`src/rtl/spi_flash_bus_bridge_if.sv`:
```
// Bus bundle between the 6809 side / SPI flash controller and the bridge.
// The bridge takes the slave view; the CPU and controller drive the master view.
interface spi_flash_bus_bridge_if;
   logic        i_enable;
   logic        i_Q;
   logic [15:0] i_ADDRESS_BUS;
   logic        i_RW;
   logic        i_MemoryReady;
   logic [7:0]  i_spi_data;
   logic        i_timeout_clr;
   logic        o_spi_ce;
   logic        o_MRDY;
   logic [7:0]  o_DataBus;
   logic        o_data_oe;
   logic        o_timeout;

   modport master (
      output i_enable, i_Q, i_ADDRESS_BUS, i_RW, i_MemoryReady, i_spi_data, i_timeout_clr,
      input  o_spi_ce, o_MRDY, o_DataBus, o_data_oe, o_timeout
   );

   modport slave (
      input  i_enable, i_Q, i_ADDRESS_BUS, i_RW, i_MemoryReady, i_spi_data, i_timeout_clr,
      output o_spi_ce, o_MRDY, o_DataBus, o_data_oe, o_timeout
   );
endinterface

```
`src/rtl/spi_flash_bus_bridge.sv`:
```
// Bridges 6809 accesses in a 4 KB window onto one SPI flash request each,
// stretching E via MRDY until the controller finishes or a watchdog fires.
module spi_flash_bus_bridge #(
   parameter logic [15:0] BASE_ADDR    = 16'hE000,
   parameter int          ACK_TIMEOUT  = 16,
   parameter int          BUSY_TIMEOUT = 2048,
   parameter logic [7:0]  TIMEOUT_DATA = 8'hFF
) (
   input logic                   clk,
   input logic                   reset,
   spi_flash_bus_bridge_if.slave bus
);

   typedef enum logic [2:0] {
      IDLE,
      REQ,
      BUSY,
      TOUT,
      DONE
   } state_t;

   localparam logic [15:0] ACK_LAST  = 16'(ACK_TIMEOUT - 1);
   localparam logic [15:0] BUSY_LAST = 16'(BUSY_TIMEOUT - 1);

   state_t      r_state;
   state_t      w_nextState;
   logic [15:0] r_cnt;
   logic [15:0] w_nextCnt;
   logic [15:0] w_cntInc;
   logic        r_rwLat;
   logic        w_nextRwLat;
   logic        r_spiCe;
   logic        w_nextSpiCe;
   logic        r_mrdy;
   logic        w_nextMrdy;
   logic [7:0]  r_dataBus;
   logic [7:0]  w_nextDataBus;
   logic        r_dataOe;
   logic        w_nextDataOe;
   logic        r_timeout;
   logic        w_nextTimeout;
   logic        w_hit;

   assign w_hit    = (bus.i_ADDRESS_BUS[15:12] == BASE_ADDR[15:12]) && bus.i_enable && bus.i_Q;
   assign w_cntInc = (r_cnt == 16'hFFFF) ? r_cnt : r_cnt + 16'd1;

   assign bus.o_spi_ce  = r_spiCe;
   assign bus.o_MRDY    = r_mrdy;
   assign bus.o_DataBus = r_dataBus;
   assign bus.o_data_oe = r_dataOe;
   assign bus.o_timeout = r_timeout;

   always_ff @(posedge clk) begin
      if (!reset) begin
         r_state   <= IDLE;
         r_cnt     <= 16'd0;
         r_rwLat   <= 1'b0;
         r_spiCe   <= 1'b0;
         r_mrdy    <= 1'b1;
         r_dataBus <= 8'h00;
         r_dataOe  <= 1'b0;
         r_timeout <= 1'b0;
      end else begin
         r_state   <= w_nextState;
         r_cnt     <= w_nextCnt;
         r_rwLat   <= w_nextRwLat;
         r_spiCe   <= w_nextSpiCe;
         r_mrdy    <= w_nextMrdy;
         r_dataBus <= w_nextDataBus;
         r_dataOe  <= w_nextDataOe;
         r_timeout <= w_nextTimeout;
      end
   end

   // Outputs are derived from the next state so they appear registered with it;
   // a timeout set overrides a clear arriving in the same cycle.
   always_comb begin
      w_nextState   = r_state;
      w_nextCnt     = r_cnt;
      w_nextRwLat   = r_rwLat;
      w_nextDataBus = r_dataBus;
      w_nextTimeout = r_timeout & ~bus.i_timeout_clr;

      unique case (r_state)
         IDLE: begin
            if (w_hit) begin
               w_nextState = REQ;
               w_nextRwLat = bus.i_RW;
               w_nextCnt   = 16'd0;
            end
         end
         REQ: begin
            w_nextCnt = w_cntInc;
            if (!bus.i_MemoryReady) begin
               w_nextState = BUSY;
               w_nextCnt   = 16'd0;
            end else if (r_cnt == ACK_LAST) begin
               w_nextState = TOUT;
            end
         end
         BUSY: begin
            w_nextCnt = w_cntInc;
            if (bus.i_MemoryReady) begin
               w_nextState = DONE;
               if (r_rwLat) begin
                  w_nextDataBus = bus.i_spi_data;
               end
            end else if (r_cnt == BUSY_LAST) begin
               w_nextState = TOUT;
            end
         end
         TOUT: begin
            w_nextTimeout = 1'b1;
            w_nextState   = DONE;
            if (r_rwLat) begin
               w_nextDataBus = TIMEOUT_DATA;
            end
         end
         DONE: begin
            if (!bus.i_enable) begin
               w_nextState = IDLE;
            end
         end
         default: begin
            w_nextState = IDLE;
         end
      endcase

      w_nextSpiCe  = (w_nextState == REQ);
      w_nextMrdy   = !(w_nextState inside {REQ, BUSY, TOUT});
      w_nextDataOe = (w_nextState == DONE) && w_nextRwLat;
   end

endmodule

```
`src/flat_wrapper.sv`:
```
// flat-port wrapper written by rule: the top's interface ports become plain ports
module spi_flash_bus_bridge_flat 
#(
   parameter logic [15:0] BASE_ADDR    = 16'hE000,
   parameter int          ACK_TIMEOUT  = 16,
   parameter int          BUSY_TIMEOUT = 2048,
   parameter logic [7:0]  TIMEOUT_DATA = 8'hFF
)
  (clk, reset, bus_i_enable, bus_i_Q, bus_i_ADDRESS_BUS, bus_i_RW, bus_i_MemoryReady, bus_i_spi_data, bus_i_timeout_clr, bus_o_spi_ce, bus_o_MRDY, bus_o_DataBus, bus_o_data_oe, bus_o_timeout);
  spi_flash_bus_bridge_if bus_i ();
  input logic clk;
  input logic reset;
  input wire logic [$bits(bus_i.i_enable)-1:0] bus_i_enable;
  input wire logic [$bits(bus_i.i_Q)-1:0] bus_i_Q;
  input wire logic [$bits(bus_i.i_ADDRESS_BUS)-1:0] bus_i_ADDRESS_BUS;
  input wire logic [$bits(bus_i.i_RW)-1:0] bus_i_RW;
  input wire logic [$bits(bus_i.i_MemoryReady)-1:0] bus_i_MemoryReady;
  input wire logic [$bits(bus_i.i_spi_data)-1:0] bus_i_spi_data;
  input wire logic [$bits(bus_i.i_timeout_clr)-1:0] bus_i_timeout_clr;
  output wire logic [$bits(bus_i.o_spi_ce)-1:0] bus_o_spi_ce;
  output wire logic [$bits(bus_i.o_MRDY)-1:0] bus_o_MRDY;
  output wire logic [$bits(bus_i.o_DataBus)-1:0] bus_o_DataBus;
  output wire logic [$bits(bus_i.o_data_oe)-1:0] bus_o_data_oe;
  output wire logic [$bits(bus_i.o_timeout)-1:0] bus_o_timeout;
  assign bus_i.i_enable = bus_i_enable;
  assign bus_i.i_Q = bus_i_Q;
  assign bus_i.i_ADDRESS_BUS = bus_i_ADDRESS_BUS;
  assign bus_i.i_RW = bus_i_RW;
  assign bus_i.i_MemoryReady = bus_i_MemoryReady;
  assign bus_i.i_spi_data = bus_i_spi_data;
  assign bus_i.i_timeout_clr = bus_i_timeout_clr;
  assign bus_o_spi_ce = bus_i.o_spi_ce;
  assign bus_o_MRDY = bus_i.o_MRDY;
  assign bus_o_DataBus = bus_i.o_DataBus;
  assign bus_o_data_oe = bus_i.o_data_oe;
  assign bus_o_timeout = bus_i.o_timeout;
  spi_flash_bus_bridge #(.BASE_ADDR(BASE_ADDR), .ACK_TIMEOUT(ACK_TIMEOUT), .BUSY_TIMEOUT(BUSY_TIMEOUT), .TIMEOUT_DATA(TIMEOUT_DATA)) u_core (.clk(clk), .reset(reset), .bus(bus_i));
endmodule
```
`config.mk`:
```
export PLATFORM = sky130hd
export DESIGN_NAME = spi_flash_bus_bridge_flat
export DESIGN_NICKNAME = d
export VERILOG_FILES = /design/src/rtl/spi_flash_bus_bridge_if.sv /design/src/rtl/spi_flash_bus_bridge.sv /design/src/flat_wrapper.sv
export SDC_FILE = /design/constraint.sdc
export NUM_CORES = 1
export LEC_CHECK = 0
export BUFFER_PORTS_ARGS = -buffer_cell sky130_fd_sc_hd__buf_2
export CORE_ASPECT_RATIO = 1.2
export CORE_MARGIN = 3
export CORE_UTILIZATION = 58
export CTS_BUF_LIST = sky130_fd_sc_hd__clkbuf_2 sky130_fd_sc_hd__clkbuf_4 sky130_fd_sc_hd__clkbuf_8
export DETAILED_ROUTE_END_ITERATION = 8
export PLACE_DENSITY = 0.83
export SYNTH_ARGS = -nofsm -noshare
export SYNTH_HDL_FRONTEND = slang
export SYNTH_SLANG_ARGS = --single-unit
```
`constraint.sdc`:
```
create_clock -name clk -period 3.9 [get_ports clk]
set_input_delay 0.78 -clock clk [delete_from_list [all_inputs] [get_ports clk]]
set_output_delay 0.78 -clock clk [all_outputs]
set_load 0.01 [all_outputs]
```
==> impl_results.html <==
<table>
<tr><th>Metric</th><th>Value</th></tr>
<tr><th colspan="2">Outcome</th></tr>
<tr><td>Status</td><td>completed</td></tr>
<tr><th colspan="2">Floorplan</th></tr>
<tr><td>Die span in x</td><td>54.6 um</td></tr>
<tr><td>Core Footprint</td><td>2630 um2</td></tr>
<tr><td>Number of placed I/O pins</td><td>43</td></tr>
<tr><td>DIE HEIGHT</td><td>64.3 um</td></tr>
<tr><td>Count of standard-cell rows</td><td>20</td></tr>
<tr><td>Die Area</td><td>3510 um2</td></tr>
<tr><td>Starting Density</td><td>0.625</td></tr>
<tr><th colspan="2">Logic synthesis</th></tr>
<tr><td>Post-synth ARST share</td><td>0</td></tr>
<tr><td>Most frequent cell after synthesis</td><td>sky130_fd_sc_hd__dfxtp_1</td></tr>
<tr><td>Area of the mapped netlist</td><td>1640 um2</td></tr>
<tr><td>Gate Count Post-Synth</td><td>177</td></tr>
<tr><td>Share of the synthesized area in the top cell type</td><td>0.390</td></tr>
<tr><td>Average size of a mapped cell</td><td>9.28 um2</td></tr>
<tr><td>Post-synth EDFFs</td><td>0</td></tr>
<tr><td>Number of warnings printed during yosys synthesis</td><td>0</td></tr>
<tr><td>Most instantiated flip-flop cell in the synthesis netlist</td><td>sky130_fd_sc_hd__dfxtp_1</td></tr>
<tr><td>Synth area leader</td><td>sky130_fd_sc_hd__dfxtp_1</td></tr>
<tr><td>Share of synthesized area occupied by flip-flops and latches</td><td>0.390</td></tr>
<tr><td>Post-Syn Nets</td><td>209</td></tr>
<tr><td>Synth area leaders</td><td>sky130_fd_sc_hd__dfxtp_1, sky130_fd_sc_hd__o221a_2, sky130_fd_sc_hd__a21oi_1, sky130_fd_sc_hd__o31ai_1, sky130_fd_sc_hd__or4_1</td></tr>
<tr><td>Cell variety after synth</td><td>51</td></tr>
<tr><td>Number of synthesized register bits</td><td>32</td></tr>
<tr><td>Most common library cells after synthesis</td><td>sky130_fd_sc_hd__dfxtp_1, sky130_fd_sc_hd__a21oi_1, sky130_fd_sc_hd__o31ai_1</td></tr>
<tr><th colspan="2">Finish</th></tr>
<tr><td>Finished Layout Cells</td><td>239</td></tr>
<tr><td># fillers</td><td>225</td></tr>
<tr><td>Number of antenna repair diodes</td><td>0</td></tr>
<tr><td>Synth-to-Final Area Change</td><td>12.8%</td></tr>
<tr><td>Multi-input gate area in the final layout</td><td>925 um2</td></tr>
<tr><td>Storage element area</td><td>641 um2</td></tr>
<tr><td># nets final</td><td>237</td></tr>
<tr><td>Ratio of cells with drive above 1 in the final layout</td><td>0.277</td></tr>
<tr><th colspan="2">Routing</th></tr>
<tr><td>Average detailed-routed wire length per instance</td><td>16.1 um</td></tr>
<tr><td>First drt pass iteration count</td><td>4</td></tr>
<tr><td>Final wirelength</td><td>3.86 mm</td></tr>
<tr><td>Via count</td><td>1572</td></tr>
<tr><td>Remaining DRCs</td><td>0</td></tr>
<tr><td>Antenna-violating nets left</td><td>0</td></tr>
<tr><td>Violation count after the first detailed-route iteration</td><td>63</td></tr>
<tr><td>Vias per std cell</td><td>6.58</td></tr>
<tr><th colspan="2">Setup path</th></tr>
<tr><td>Crit path launch type</td><td>input port</td></tr>
<tr><td>Endpoint of the lowest-slack register-to-register path</td><td>u_core.r_cnt[6]$_SDFFE_PN0P_</td></tr>
<tr><td>Worst Setup Path Type</td><td>in2reg</td></tr>
<tr><td>Crit path capture type</td><td>flip-flop</td></tr>
<tr><td>Number of cells traversed by the worst register-to-register path</td><td>4</td></tr>
<tr><td>Maximum fanout encountered on the critical timing path</td><td>27</td></tr>
<tr><td>Reg2Reg Launch Point</td><td>u_core.r_state[2]$_SDFF_PN0_</td></tr>
<tr><td>Worst Path Required</td><td>4170 ps</td></tr>
<tr><td>Origin of the worst setup path</td><td>bus_i_ADDRESS_BUS[12]</td></tr>
<tr><td>CP Data Arrival Time</td><td>2330 ps</td></tr>
<tr><td>R2R Setup Slk</td><td>1890 ps</td></tr>
<tr><th colspan="2">Placed design</th></tr>
<tr><td>Port Buffer Count</td><td>30</td></tr>
<tr><td>Detailed placement HPWL</td><td>2.85 mm</td></tr>
<tr><td>Pre-CTS setup slack</td><td>1510 ps</td></tr>
<tr><td>Placer's final routability congestion estimate</td><td>0.884</td></tr>
<tr><td>Placed cell count</td><td>231</td></tr>
<tr><th colspan="2">Hold path</th></tr>
<tr><td>Path category of the worst min-delay check</td><td>reg2reg</td></tr>
<tr><td>Cell depth of the worst min-delay path</td><td>2</td></tr>
<tr><td>Hold path endpoint</td><td>u_core.r_cnt[10]$_SDFFE_PN0P_</td></tr>
<tr><td>Source of the worst hold timing path</td><td>u_core.r_cnt[10]$_SDFFE_PN0P_</td></tr>
<tr><th colspan="2">Clock tree</th></tr>
<tr><td>Clock transition at the registers of the reported paths</td><td>100 ps</td></tr>
<tr><td>Root buffer cell</td><td>sky130_fd_sc_hd__clkbuf_4</td></tr>
<tr><td>Post-CTS Setup Bufs</td><td>0</td></tr>
<tr><td>Clk_lat worst skew</td><td>330 ps</td></tr>
<tr><td>Number of hold buffers added after CTS</td><td>0</td></tr>
<tr><td>Htree depth</td><td>2</td></tr>
<tr><td>Clock tree buffer depth</td><td>2</td></tr>
<tr><td>CTS-repair resized insts</td><td>0</td></tr>
<tr><td>Clock tree from TritonCTS</td><td>built</td></tr>
<tr><td>Clock tree sinks</td><td>32</td></tr>
<tr><td>CTS Buf Count</td><td>5</td></tr>
<tr><th colspan="2">Timing</th></tr>
<tr><td>Post-Route Skew</td><td>11.0 ps</td></tr>
<tr><td>Sum of negative setup slack</td><td>0 ps</td></tr>
<tr><td>Hold Fails Final Rpt</td><td>0</td></tr>
<tr><td>Setup repair after global routing missed its margin</td><td>no</td></tr>
<tr><td>Tmin final</td><td>2070 ps</td></tr>
<tr><td>Transition time at the pin with the least slew margin</td><td>453 ps</td></tr>
<tr><td>Normalized max-slew margin</td><td>0.697</td></tr>
<tr><td>Period utilization</td><td>0.531</td></tr>
<tr><td>Setup Viol. Count Final</td><td>0</td></tr>
<tr><td>Final Worst Setup Slack</td><td>1830 ps</td></tr>
<tr><td>Number of max-slew violations in the final report</td><td>0</td></tr>
<tr><td>Max Clk Rate</td><td>483 MHz</td></tr>
<tr><th colspan="2">Global routing</th></tr>
<tr><td>Initial antenna violation count</td><td>0</td></tr>
<tr><td>Wire length of the first global-routing pass</td><td>6.22 mm</td></tr>
<tr><td>Overall global routing resource usage</td><td>0.235</td></tr>
<tr><td>Remaining global-route overflow</td><td>0</td></tr>
<tr><td>Number of global-route vias before repair</td><td>1411</td></tr>
<tr><td>Maximum number of pins on one net before global-route repair</td><td>28</td></tr>
<tr><th colspan="2">Power</th></tr>
<tr><td>Power density of the placed cells</td><td>303 nW/um2</td></tr>
<tr><td>Highest ir drop seen on vdd</td><td>0.203 mV</td></tr>
<tr><td>Lkg Pwr</td><td>0.655 nW</td></tr>
<tr><th colspan="2">Run</th></tr>
<tr><td>Number of maximum-capacitance violations</td><td>0</td></tr>
</table>
layout by cell type (no fill, tap or decap), drive strengths merged, types with 2 or more instances in the layout:
cell,Yosys,final
a21oi,17,17
and2,4,4
and3,2,2
and4,2,2
buf,5,32
clkbuf,6,8
dfxtp,32,32
inv,4,4
nand2,8,8
nand2b,2,2
nand3,8,8
nand3b,3,3
nand4,9,9
nand4b,2,2
nor2,2,2
nor2b,6,6
nor3,4,4
nor3b,2,2
nor4,2,2
o21ai,2,2
o221a,9,9
o311ai,2,2
o31ai,10,10
o32a,2,2
o32ai,2,2
or2,2,2
or3,3,3
or4,11,11
worst max path at each step:
stage                                         endpoint  slack, ps
after global routing      u_core.r_cnt[5]$_SDFFE_PN0P_       1770
final                     u_core.r_cnt[6]$_SDFFE_PN0P_       1830
after floorplan           u_core.r_cnt[4]$_SDFFE_PN0P_       1740
after CTS                 u_core.r_cnt[6]$_SDFFE_PN0P_       1850
after global placement    u_core.r_cnt[5]$_SDFFE_PN0P_       1580
after detailed placement  u_core.r_cnt[6]$_SDFFE_PN0P_       1510
power by group:
part / leakage, nW / total, mW / internal [mW] / switching, mW
clock: 0.0394 / 0.208 / 0.103 / 0.105
sequential: 0.258 / 0.328 / 0.327 / 0.000791
combinational: 0.357 / 0.0263 / 0.0117 / 0.0146
through the flow:
| stage | hold WS [ps] | area [um2] | util | power (mW) |
|---|---|---|---|---|
| 6_report | 521 | 1850 | 0.705 | 0.562 |
| 2_1_floorplan | 473 | 1640 | - | 0.348 |
| 3_5_place_dp | 507 | 1790 | 0.680 | 0.362 |
| 3_3_place_gp | 492 | 1790 | 0.680 | 0.360 |
| 4_1_cts | 521 | 1850 | 0.705 | 0.565 |
| 5_1_grt | 546 | 1850 | 0.705 | 0.582 |
sequential cells by signal, indices dropped and copies added (netlist names):
| register | flops |
|---|---|
| u_core.r_state | 3 |
| u_core.bus.o_data_oe | 1 |
| u_core.bus.o_MRDY | 1 |
| u_core.bus.o_DataBus | 8 |
| u_core.bus.o_timeout | 1 |
| u_core.r_cnt | 16 |
| u_core.r_rwLat | 1 |
| u_core.bus.o_spi_ce | 1 |
worst max-delay path: stages:
cell and delay (ps):
sky130_fd_sc_hd__buf_2 90, sky130_fd_sc_hd__nand4b_1 260, sky130_fd_sc_hd__o32a_4 490, sky130_fd_sc_hd__or4_1 540, sky130_fd_sc_hd__a21oi_1 160
per-layer routing:
layer  track usage  vias up  share of wire
met1         0.271      740           0.40
met4        0.0966        0          0.015
li1              -      763              -
met2         0.405       63           0.52
met5             0        -              0
met3        0.0443        6          0.060
area by class of cell:
class / count / share of cell area
multi-input cells: 130 / 0.499
flip-flops and latches: 32 / 0.346
repair buffers: 32 / 0.0891
inverters: 4 / 0.00810
well taps: 33 / 0.0223
clock buffers: 8 / 0.0358
logic make-up after synthesis:
| kind of cell | count (synthesis) | share of synthesized area |
|---|---|---|
| buffers and inverters | 15 | 0.0472 |
| xor gates and xnor gates | 1 | 0.00533 |
| AOI/OAI and AO/OA | 52 | 0.248 |
| muxes | 1 | 0.00609 |
| adders and majority gates | 1 | 0.00761 |
| DFF | 32 | 0.390 |
| and+or+nand+nor | 75 | 0.296 |
No activity file was read; power rests on OpenSTA's default activity.
